File: src/rtl/fetch_unit.sv
// Instruction fetch unit: one outstanding imem request at a time, responses
// land in a small prefetch FIFO; supports redirect flush and sticky halt.
module fetch_unit #(
  parameter int                ADDR_W   = 16,
  parameter int                INSTR_W  = 16,
  parameter int                DEPTH    = 4,
  parameter logic [ADDR_W-1:0] RESET_PC = '0
) (
  input  logic               clk,
  input  logic               rst_n,
  output logic               imem_req,
  output logic [ADDR_W-1:0]  imem_addr,
  input  logic               imem_gnt,
  input  logic               imem_rvalid,
  input  logic [INSTR_W-1:0] imem_rdata,
  output logic               instr_valid,
  output logic [INSTR_W-1:0] instr,
  output logic [ADDR_W-1:0]  instr_pc,
  input  logic               instr_ready,
  input  logic               redirect_valid,
  input  logic [ADDR_W-1:0]  redirect_pc,
  input  logic               hlt_in,
  output logic               halted,
  output logic [ADDR_W-1:0]  fetch_pc
);
  localparam int PTR_W = $clog2(DEPTH);
  localparam int CNT_W = PTR_W + 1;

  typedef enum logic [1:0] {S_REQ, S_WAIT, S_HALT} state_t;

  typedef struct packed {
    logic [ADDR_W-1:0]  pc;
    logic [INSTR_W-1:0] instr;
  } entry_t;

  state_t                  state, state_nxt;
  entry_t [DEPTH-1:0]      fifo_q;
  logic   [PTR_W-1:0]      rd_ptr, wr_ptr;
  logic   [CNT_W-1:0]      count;
  logic   [ADDR_W-1:0]     req_pc;
  logic                    discard, halt_pend;
  logic                    halting, redirect, grant, push, pop, flush;

  // Halt wins over a same-cycle redirect; nothing but reset acts in HALT.
  assign halting  = (hlt_in | halt_pend) & (state != S_HALT);
  assign redirect = redirect_valid & ~halting & (state != S_HALT);

  // FSM state register
  always_ff @(posedge clk or negedge rst_n) begin
    if (!rst_n) state <= S_REQ;
    else        state <= state_nxt;
  end

  // FSM next state
  always_comb begin
    state_nxt = state;
    case (state)
      S_REQ:   if (halting)          state_nxt = S_HALT;
               else if (grant)       state_nxt = S_WAIT;
      S_WAIT:  if (imem_rvalid)      state_nxt = halting ? S_HALT : S_REQ;
      S_HALT:                        state_nxt = S_HALT;
      default:                       state_nxt = S_REQ;
    endcase
  end

  // FSM outputs; imem_req is held low while reset is asserted
  always_comb begin
    imem_req    = rst_n & (state == S_REQ) & (count < CNT_W'(DEPTH)) & ~halting;
    grant       = imem_req & imem_gnt;
    push        = (state == S_WAIT) & imem_rvalid & ~discard & ~halting & ~redirect;
    halted      = (state == S_HALT);
    instr_valid = (count != '0) & ~halted;
    pop         = instr_valid & instr_ready;
    flush       = redirect | ((state != S_HALT) & (state_nxt == S_HALT));
  end

  assign imem_addr = fetch_pc;
  assign instr     = fifo_q[rd_ptr].instr;
  assign instr_pc  = fifo_q[rd_ptr].pc;

  always_ff @(posedge clk or negedge rst_n) begin
    if (!rst_n) begin
      fetch_pc  <= RESET_PC;
      req_pc    <= RESET_PC;
      discard   <= 1'b0;
      halt_pend <= 1'b0;
    end else begin
      // a redirected grant does not bump fetch_pc
      if (redirect)   fetch_pc <= redirect_pc;
      else if (grant) fetch_pc <= fetch_pc + 1'b1;
      if (grant) req_pc <= fetch_pc;
      if ((state == S_WAIT) & imem_rvalid)
        discard <= 1'b0;
      else if (((state == S_WAIT) & (redirect | halting)) | (redirect & grant))
        discard <= 1'b1;
      if (hlt_in & (state != S_HALT)) halt_pend <= 1'b1;
    end
  end

  always_ff @(posedge clk or negedge rst_n) begin
    if (!rst_n) begin
      count  <= '0;
      rd_ptr <= '0;
      wr_ptr <= '0;
    end else if (flush) begin
      count  <= '0;
      rd_ptr <= '0;
      wr_ptr <= '0;
    end else begin
      count <= count + CNT_W'(push) - CNT_W'(pop);
      if (push) wr_ptr <= wr_ptr + 1'b1;
      if (pop)  rd_ptr <= rd_ptr + 1'b1;
    end
  end

  always_ff @(posedge clk) begin
    if (push) fifo_q[wr_ptr] <= '{pc: req_pc, instr: imem_rdata};
  end
endmodule
File: config.mk
export PLATFORM = sky130hd
export DESIGN_NAME = fetch_unit
export DESIGN_NICKNAME = d
export VERILOG_FILES = /design/src/rtl/fetch_unit.sv
export SDC_FILE = /design/constraint.sdc
export NUM_CORES = 1
export LEC_CHECK = 0
export BUFFER_PORTS_ARGS = -buffer_cell sky130_fd_sc_hd__buf_2
export CAP_MARGIN = 5
export CORE_MARGIN = 3
export CORE_UTILIZATION = 61
export DETAILED_ROUTE_END_ITERATION = 10
export HOLD_SLACK_MARGIN = 0.1
export PLACE_DENSITY = 0.95
export SLEW_MARGIN = 15
export SYNTH_ARGS = -nofsm -noshare
export SYNTH_HDL_FRONTEND = slang
export SYNTH_SLANG_ARGS = --single-unit
File: constraint.sdc
create_clock -name clk -period 5.5 [get_ports clk]
set_input_delay 1.1 -clock clk [delete_from_list [all_inputs] [get_ports clk]]
set_output_delay 1.1 -clock clk [all_outputs]
set_load 0.05 [all_outputs]
==> reports/results.txt, run 1 <==
The run finished with clean final reports. The initial antenna violation count is 0. For the number of global-route vias before repair, the log shows 3989.

The number of clock buffers added by TritonCTS is 17. The setup path with the least slack is of type in2out. The proportion of netlist area held by the largest area contributor came out at 55.68%.

The number of instances in the synthesized netlist came out at 389. In this run the static leakage power is 3.017 nW. After Yosys synthesis, full adders, half adders and majority gates account for 1.559% of the synthesized area. The tools report the final count of pins violating max slew as 0.

Setup repair after global routing left no endpoint under its margin. The fraction of the mapped netlist area in compound gates came out at 2.846%. The XOR/XNOR share of the synthesized area is 1.142%, and the number of nets in the synthesized netlist is 436. The required time of the worst setup path was 4.40 ns. The time the worst path needs with I/O delays and setup works out to 3.640 ns. Ranked by total cell area, the synthesized netlist is headed by edfxtp_1 (56%), dfrtp_1 (16%), mux4_2 (10%), mux2_2 (2.3%), buf_4 (1.7%).

Summed over all layers, the global routing overflow is 0. Of all cell types, the one taking the most synthesized area is edfxtp_1. In this run the power density over the cells is 411.1 nW/um2.

The HPWL after detailed placement is 8294 um. The tools report the endpoint of the worst register-to-register path as count[2]. The unique cell type count in the Yosys netlist was 40.

The worst path uses 66.18% of the clock period. The worst min-delay path startpoint is req_pc[1]. The die is 112.4 um wide. The tools report the share of synthesized area occupied by flip-flops and latches as 71.27%. Once the floorplan was initialized, standard cells occupied 63.12% of the core. STA classifies the critical path startpoint as a primary input. In this run the deepest clock path goes through 2 buffers. Synthesis inferred 171 register bits.

Measured against its own limit, the worst slew margin works out to 41.64%. The H-tree depth is 4. In this run the critical register-to-register path is launched from halt_pend. Setup violations remaining at the end of the flow were counted as 0. The average routed wire per standard cell came out at 20.57 um.

The synthesized netlist devotes 6.942% of its cell area to simple gates. The antenna cell count was 0; the number of design rule violations left after detail routing was 0. The overall power after layout was 0.003312 W; the post-detailed-routing wire length was 13150 um.

In this run the worst hold path is classified as reg2reg. The clock input transition at the sequential cells of the worst setup and hold paths was 0.06 ns; the number of cells on the worst reg-to-reg path was 10. Derived from the worst setup path, the maximum achievable clock frequency is 274.7 MHz.

VDD sags by at most 0.2947 mV. The run gives 6903 um2 as the post-synthesis instance area. The area enclosed by the die boundary is 12630 um2, and the detailed-routing iteration count for the pre-antenna-repair pass is 5.

The total vias in the final route was 3804; the measured slew at the worst slew-check pin was 0.8754 ns. During synthesis, Yosys emitted a total of 0 warnings. The worst register-to-register path has a setup slack of 2.64 ns. STA classifies the critical path endpoint as a primary output. At the end of routability-driven placement, the weighted congestion stood at 0.8339. In this run the standard cell core region covers 10940 um2. Of the cells placed in the final design, the portion with a size suffix greater than 1 is 38.28%.

The count of buffers from port buffering was 105; the final antenna-violating net count was 0. TritonCTS built the clock tree. The global-route wire length before repair was 21070 um; the total negative slack for setup checks was 0 ns. For this run, the post-layout net count is 533. The floorplan has 38 rows.

The run gives 22.11% as the global routing usage summed across all routing layers. The tree is rooted in a clkbuf_16. The number of hold-repair buffers added at the cts stage came out at 0. Averaged over all synthesized cells, the footprint is 17.75 um2. The area added between synthesis and finish is 16.71%, and the cell depth of the worst hold path is 0. For the max-cap check violation count, the log shows 0. The clock skew after layout is 0.007585 ns, and the mux cell area share after synthesis is 13.01%. In this run the worst path has a maximum fanout of 44.

Measured along the y axis, the die boundary spans 112.4 um. Clock latency on the worst-skew pair, taken at its later pin, is 0.42 ns. For this design, the sink count on the clock tree is 171. For hold timing, the worst endpoint is fifo_q[113]. In this run, post-CTS repair resized a total of 0 instances.

The boundary pin count came out at 106. The final-report hold violation count is 0. The number of DRC violations after detailed-routing iteration 0 is 377.

The post-detailed-route via-to-cell ratio works out to 5.953. Entering global routing, the biggest net connects 45 pins. The data arrival time at the worst-slack endpoint came out at 2.54 ns. By area, the combinational part of the netlist is dominated by multiplexers. Buffers added to address setup during post-CTS repair amount to 0.
## through the flow
stage | instance area, um2 | instances | setup slack [ns] | hold slack (ns) | utilization (%)
CTS | 8056 | 639 | 1.827 | 0.5125 | 73.67
finish | 8056 | 639 | 1.860 | 0.5107 | 73.67
floorplan | 6903 | 389 | 2.291 | 0.4709 | -
global placement | 7447 | 607 | 1.869 | 0.4798 | 68.10
global route | 8056 | 639 | 1.700 | 0.5491 | 73.67
detailed placement | 7447 | 607 | 1.840 | 0.4999 | 68.10
## metal layers
layer	global-route usage, %	vias to the layer above	wire length (um)
met1	28.39	1933	5203
li1	-	1701	-
met4	5.529	0	165
met5	0	-	0
met2	36.99	155	6875
met3	7.385	15	902
## report_power, final
group	leakage (nW)	switching, W	internal [W]
combinational	1.04	0.000432	0.000193
sequential	1.69	0.0000536	0.00142
clock	0.285	0.000458	0.000757
## sequential cells by signal (all words and copies together), names as in the netlist
name       cells
halt_pend      1
fetch_pc      16
state          2
wr_ptr         2
count          3
discard        1
rd_ptr         2
req_pc        16
fifo_q       128
## layout make-up
class                   count  area, um2
clock buffers              20      436.7
clock inverters            12      172.7
flip-flops and latches    171       4921
repair buffers            108      548.0
inverters                  10      37.54
well taps                 140      175.2
fillers                   631       2879
multi-input cells         178       1765
## synth_stat cells, drive strengths merged
cell,n
a21o,1
inv,10
nor2b,2
o211ai,2
or4,2
mux2,14
mux4,32
nand3,8
or3,10
xnor2,5
or2b,1
nand3b,1
a21oi,2
and4,3
a31oi,10
and3,3
o21ai,17
and2,7
ha,7
nand4,7
nand2b,1
nor3,2
dfrtp,43
nor3b,1
xor2,4
edfxtp,128
fa,1
a22oi,1
or4b,1
nor2,14
o311ai,1
clkbuf,9
nand2,16
buf,21
mux2i,2
## worst max-delay path: stages
cell,delay (ns)
buf_2,0.07
buf_4,0.45
nor3b_4,0.46
and2_1,0.18
buf_2,0.25
## placed cells by master (no fill, tap or decap), types with 5 or more instances in the layout
| cell | count |
|---|---|
| buf_2 | 105 |
| clkbuf_16 | 17 |
| dfrtp_1 | 42 |
| a31oi_1 | 10 |
| nand2_1 | 16 |
| inv_1 | 10 |
| edfxtp_1 | 128 |
| mux4_2 | 32 |
| xnor2_1 | 5 |
| ha_1 | 7 |
| nand4_1 | 6 |
| mux2_2 | 14 |
| nor2_1 | 14 |
| or3_1 | 10 |
| o21ai_0 | 17 |
| nand3_1 | 7 |
## cell families (layout without fill, tap and decap cells)
kind of cell / count (synthesis) / after routing
AOI/OAI and AO/OA: 34 / 34
xor gates and xnor gates: 9 / 9
and+or+nand+nor: 79 / 79
muxes: 48 / 48
buffers and inverters: 40 / 150
adders and majority gates: 8 / 8
DFF: 171 / 171
## worst max-delay path by stage
| stage | from | endpoint | slack (ns) | depth (start not counted) |
|---|---|---|---|---|
| global route | rst_n | imem_req | 1.70 | 5 |
| global placement | rst_n | imem_req | 1.87 | 5 |
| CTS | rst_n | imem_req | 1.83 | 5 |
| finish | rst_n | imem_req | 1.86 | 5 |
| detailed placement | rst_n | imem_req | 1.84 | 5 |
| floorplan | hlt_in | count[2] | 2.29 | 10 |
No activity file was read; power rests on OpenSTA's default activity.
==> run 2, diff against run 1 <==
--- a/config.mk
+++ b/config.mk
@@ -8,10 +8,10 @@
 export BUFFER_PORTS_ARGS = -buffer_cell sky130_fd_sc_hd__buf_2
 export CAP_MARGIN = 5
 export CORE_MARGIN = 3
-export CORE_UTILIZATION = 61
+export CORE_UTILIZATION = 51
 export DETAILED_ROUTE_END_ITERATION = 10
 export HOLD_SLACK_MARGIN = 0.1
-export PLACE_DENSITY = 0.95
+export PLACE_DENSITY = 0.86
 export SLEW_MARGIN = 15
 export SYNTH_ARGS = -nofsm -noshare
 export SYNTH_HDL_FRONTEND = slang
==> constraint.sdc (replaced) <==
create_clock -name clk -period 3.2 [get_ports clk]
set_input_delay 0.64 -clock clk [delete_from_list [all_inputs] [get_ports clk]]
set_output_delay 0.64 -clock clk [all_outputs]
set_load 0.05 [all_outputs]
==> run 2 against run 1 <==
Clock skew is 0.0025 ns higher; global-route usage down 2.4 points; clock power up 83%; hold slack got worse by 0.19 ns; critical endpoint is now instr_pc[0]; combinational power grew 74%; sequential power is 73% higher; count of clock-buffer cells in the layout fell by 3; register-to-register slack got worse by 2.0 ns; cell area is 2.3% higher; critical path depth fell by 3.
==> reports/results.txt, run 2 (synthesis gave the netlist of run 1 again) <==
For the clock tree buffer depth, the log shows 2 (unchanged). The placed standard-cell area is 7596 um2 (was 7447 um2), and the total power density per cell area is 708.4 nW/um2 (was 411.1 nW/um2). The area of all placed cells without fillers is 8239 um2 (was 8056 um2), and the post-detailed-routing wire length is 13930 um (was 13150 um). The largest fanout of any net on the critical path is 33 (was 44). Core footprint: 12930 um2 (was 10940 um2).

For the static leakage, the log shows 3.086 nW (was 3.017 nW). The final number of setup-violating endpoints came out at 0 (unchanged). The antenna cell count is 0 (unchanged), and the number of global-route vias before repair is 3979 (was 3989).

Final-report hold violation count: 0 (unchanged). The clock skew after layout was 0.01013 ns (was 0.007585 ns); the relative max-transition margin was 44.19% (was 41.64%). TritonCTS built the clock tree. Number of rows in the core area: 41 (was 38). The tools report the critical path launch point type as a register (was a primary input). The tools report the post-cts gate resize count as 0 (unchanged).

The measured slew at the worst slew-check pin works out to 0.8371 ns (was 0.8754 ns). The tools report the total vias in the final route as 3863 (was 3804). The slowest stage cell on the critical path is dfrtp_2 (was nor3b_4). The tools report the number of DRC violations after detailed-routing iteration 0 as 362 (was 377). The routability-driven placement congestion ratio is 0.8648 (was 0.8339). Largest registers in the final layout: fifo_q x128, fetch_pc x16, req_pc x16 (unchanged).

The post-route non-filler standard cell count is 676 (was 639), and the highest achievable clock rate is 373.9 MHz. Area enclosed by the die boundary: 14970 um2 (was 12630 um2). The run gives 2.56 ns (was 4.40 ns) as the required time of the worst setup path. Worst hold-check path type: in2async (was reg2reg).

Type of the worst setup path: reg2out (was in2out). Commonest cells after routing, fill and taps aside: edfxtp_1 (128), buf_2 (105), dfrtp_1 (41) (was edfxtp_1 (128), buf_2 (105), dfrtp_1 (42)). The count of buffers from port buffering came out at 105 (unchanged). The most frequent standard cell in the layout excluding fill and tap cells was edfxtp_1 (unchanged). The run gives 0 ns (unchanged) as the total negative slack for setup checks. The max-cap check violation count is 0 (unchanged). For the detailed-routing iteration count for the pre-antenna-repair pass, the log shows 4 (was 5).

For the pin count of the biggest net entering global routing, the log shows 44 (was 45). The horizontal extent of the die works out to 122.3 um (was 112.4 um). The critical path capture point type is a primary output (unchanged). The initial antenna violation count is 0 (unchanged), and the final count of pins violating max slew is 0 (unchanged). The fraction of final layout cells sized beyond drive strength 1 works out to 39.68% (was 38.28%). The flow ran to the end, and the final reports show no timing, DRC or antenna violations. The maximum cell stage delay along the critical path is 0.91 ns (was 0.46 ns). The clock period could shrink to 2.675 ns.

The tools report the TritonCTS buffer count as 17 (unchanged). Number of hold-repair buffers added at the cts stage: 0 (unchanged). Boundary pin count: 106 (unchanged). The clock root buffer is clkbuf_16 (unchanged). The area added between synthesis and finish came out at 19.36% (was 16.71%).

The run gives 539 (was 533) as the number of nets in the layout. The global-route wire length before repair was 21850 um (was 21070 um); the post-CTS setup buffer count was 0 (unchanged). The number of design rule violations left after detail routing was 0 (unchanged). Final antenna-violating net count: 0 (unchanged). The data arrival time at the worst-slack endpoint was 2.03 ns (was 2.54 ns); the height of the die was 122.3 um (was 112.4 um).

The largest voltage drop on the vdd net is 0.4470 mV (was 0.2947 mV). Setup repair after global routing left no endpoint under its margin. Dividing the final minimum period by the clock period gives 83.58%. The cell total after placement came out at 645 (was 607). Cells along the critical path: mux4_2, buf_2 (was buf_2, buf_4, nor3b_4, and2_1, buf_2). The run gives 0.42 ns (about the same) as the clock latency reported for the late side of the worst-skew pair. The largest register by flop count is fifo_q (unchanged). Number of sinks on the clock net: 171 (unchanged). The end-of-flow core utilization was 63.73% (was 73.67%); the H-tree depth was 4 (unchanged). The leftover overflow at the end of global routing is 0 (unchanged), and the post-detailed-route via-to-cell ratio is 5.714 (was 5.953). The initial standard-cell utilization of the core came out at 53.40% (was 63.12%). Number of flip-flops under the largest register name: 128 (unchanged). The half-perimeter wire length after detailed placement is 9099 um (was 8294 um), and the average routed wire per standard cell is 20.61 um (was 20.57 um). The run gives 19.74% (was 22.11%) as the global routing usage summed across all routing layers. The clock input transition at the sequential cells of the worst setup and hold paths was 0.07 ns (was 0.06 ns).
## run 2: through the flow
stage / worst slack (ns) / total power [W] / hold WS, ns
2_1_floorplan: 0.4507 / 0.003433 / 0.3444
3_3_place_gp: 0.4129 / 0.003658 / 0.4854
3_5_place_dp: 0.3750 / 0.003681 / 0.5031
4_1_cts: 0.5215 / 0.005876 / 0.3236
5_1_grt: 0.4685 / 0.006020 / 0.3577
6_report: 0.5253 / 0.005837 / 0.3227
## run 2: routing by layer
layer	vias up	wire, um	GRT usage (%)	part of all wire, %
li1	1706	-	-	-
met1	1976	5823	25.94	42
met2	166	7114	32.94	51
met3	15	846	5.438	6.1
met4	0	145	5.108	1.0
met5	-	0	0	0
## run 2: layout make-up
class	instances	area, um2
flip-flops and latches	171	4922
fillers	923	4688
multi-input cells	178	1765
repair buffers	114	655.6
clock buffers	17	425.4
clock inverters	14	217.7
well taps	172	215.2
inverters	10	37.54
## run 2: power by group
part | switching [W] | internal [W]
sequential | 0.000102 | 0.00244
combinational | 0.000736 | 0.000350
clock | 0.000825 | 0.00139
## run 2: worst max-delay path: cells and delay by family, from the launching register on
kind | cells | cell delay, ns
flops | 1 | 0.91
buf+inv | 1 | 0.24
mux | 1 | 0.46
## run 2: worst paths after layout
path                                     start  slack (ns)  cells after the start          end
worst max-delay path                 rd_ptr[1]        0.53                      2  instr_pc[0]
worst max register to register       halt_pend        0.68                     10     count[2]
min in group clk                redirect_pc[2]        0.42                      3  fetch_pc[2]
max in group asynchronous                rst_n        2.47                      2    rd_ptr[0]
worst min register to register      req_pc[15]        0.51                      0   fifo_q[95]
worst min-delay path                     rst_n        0.32                      2    halt_pend
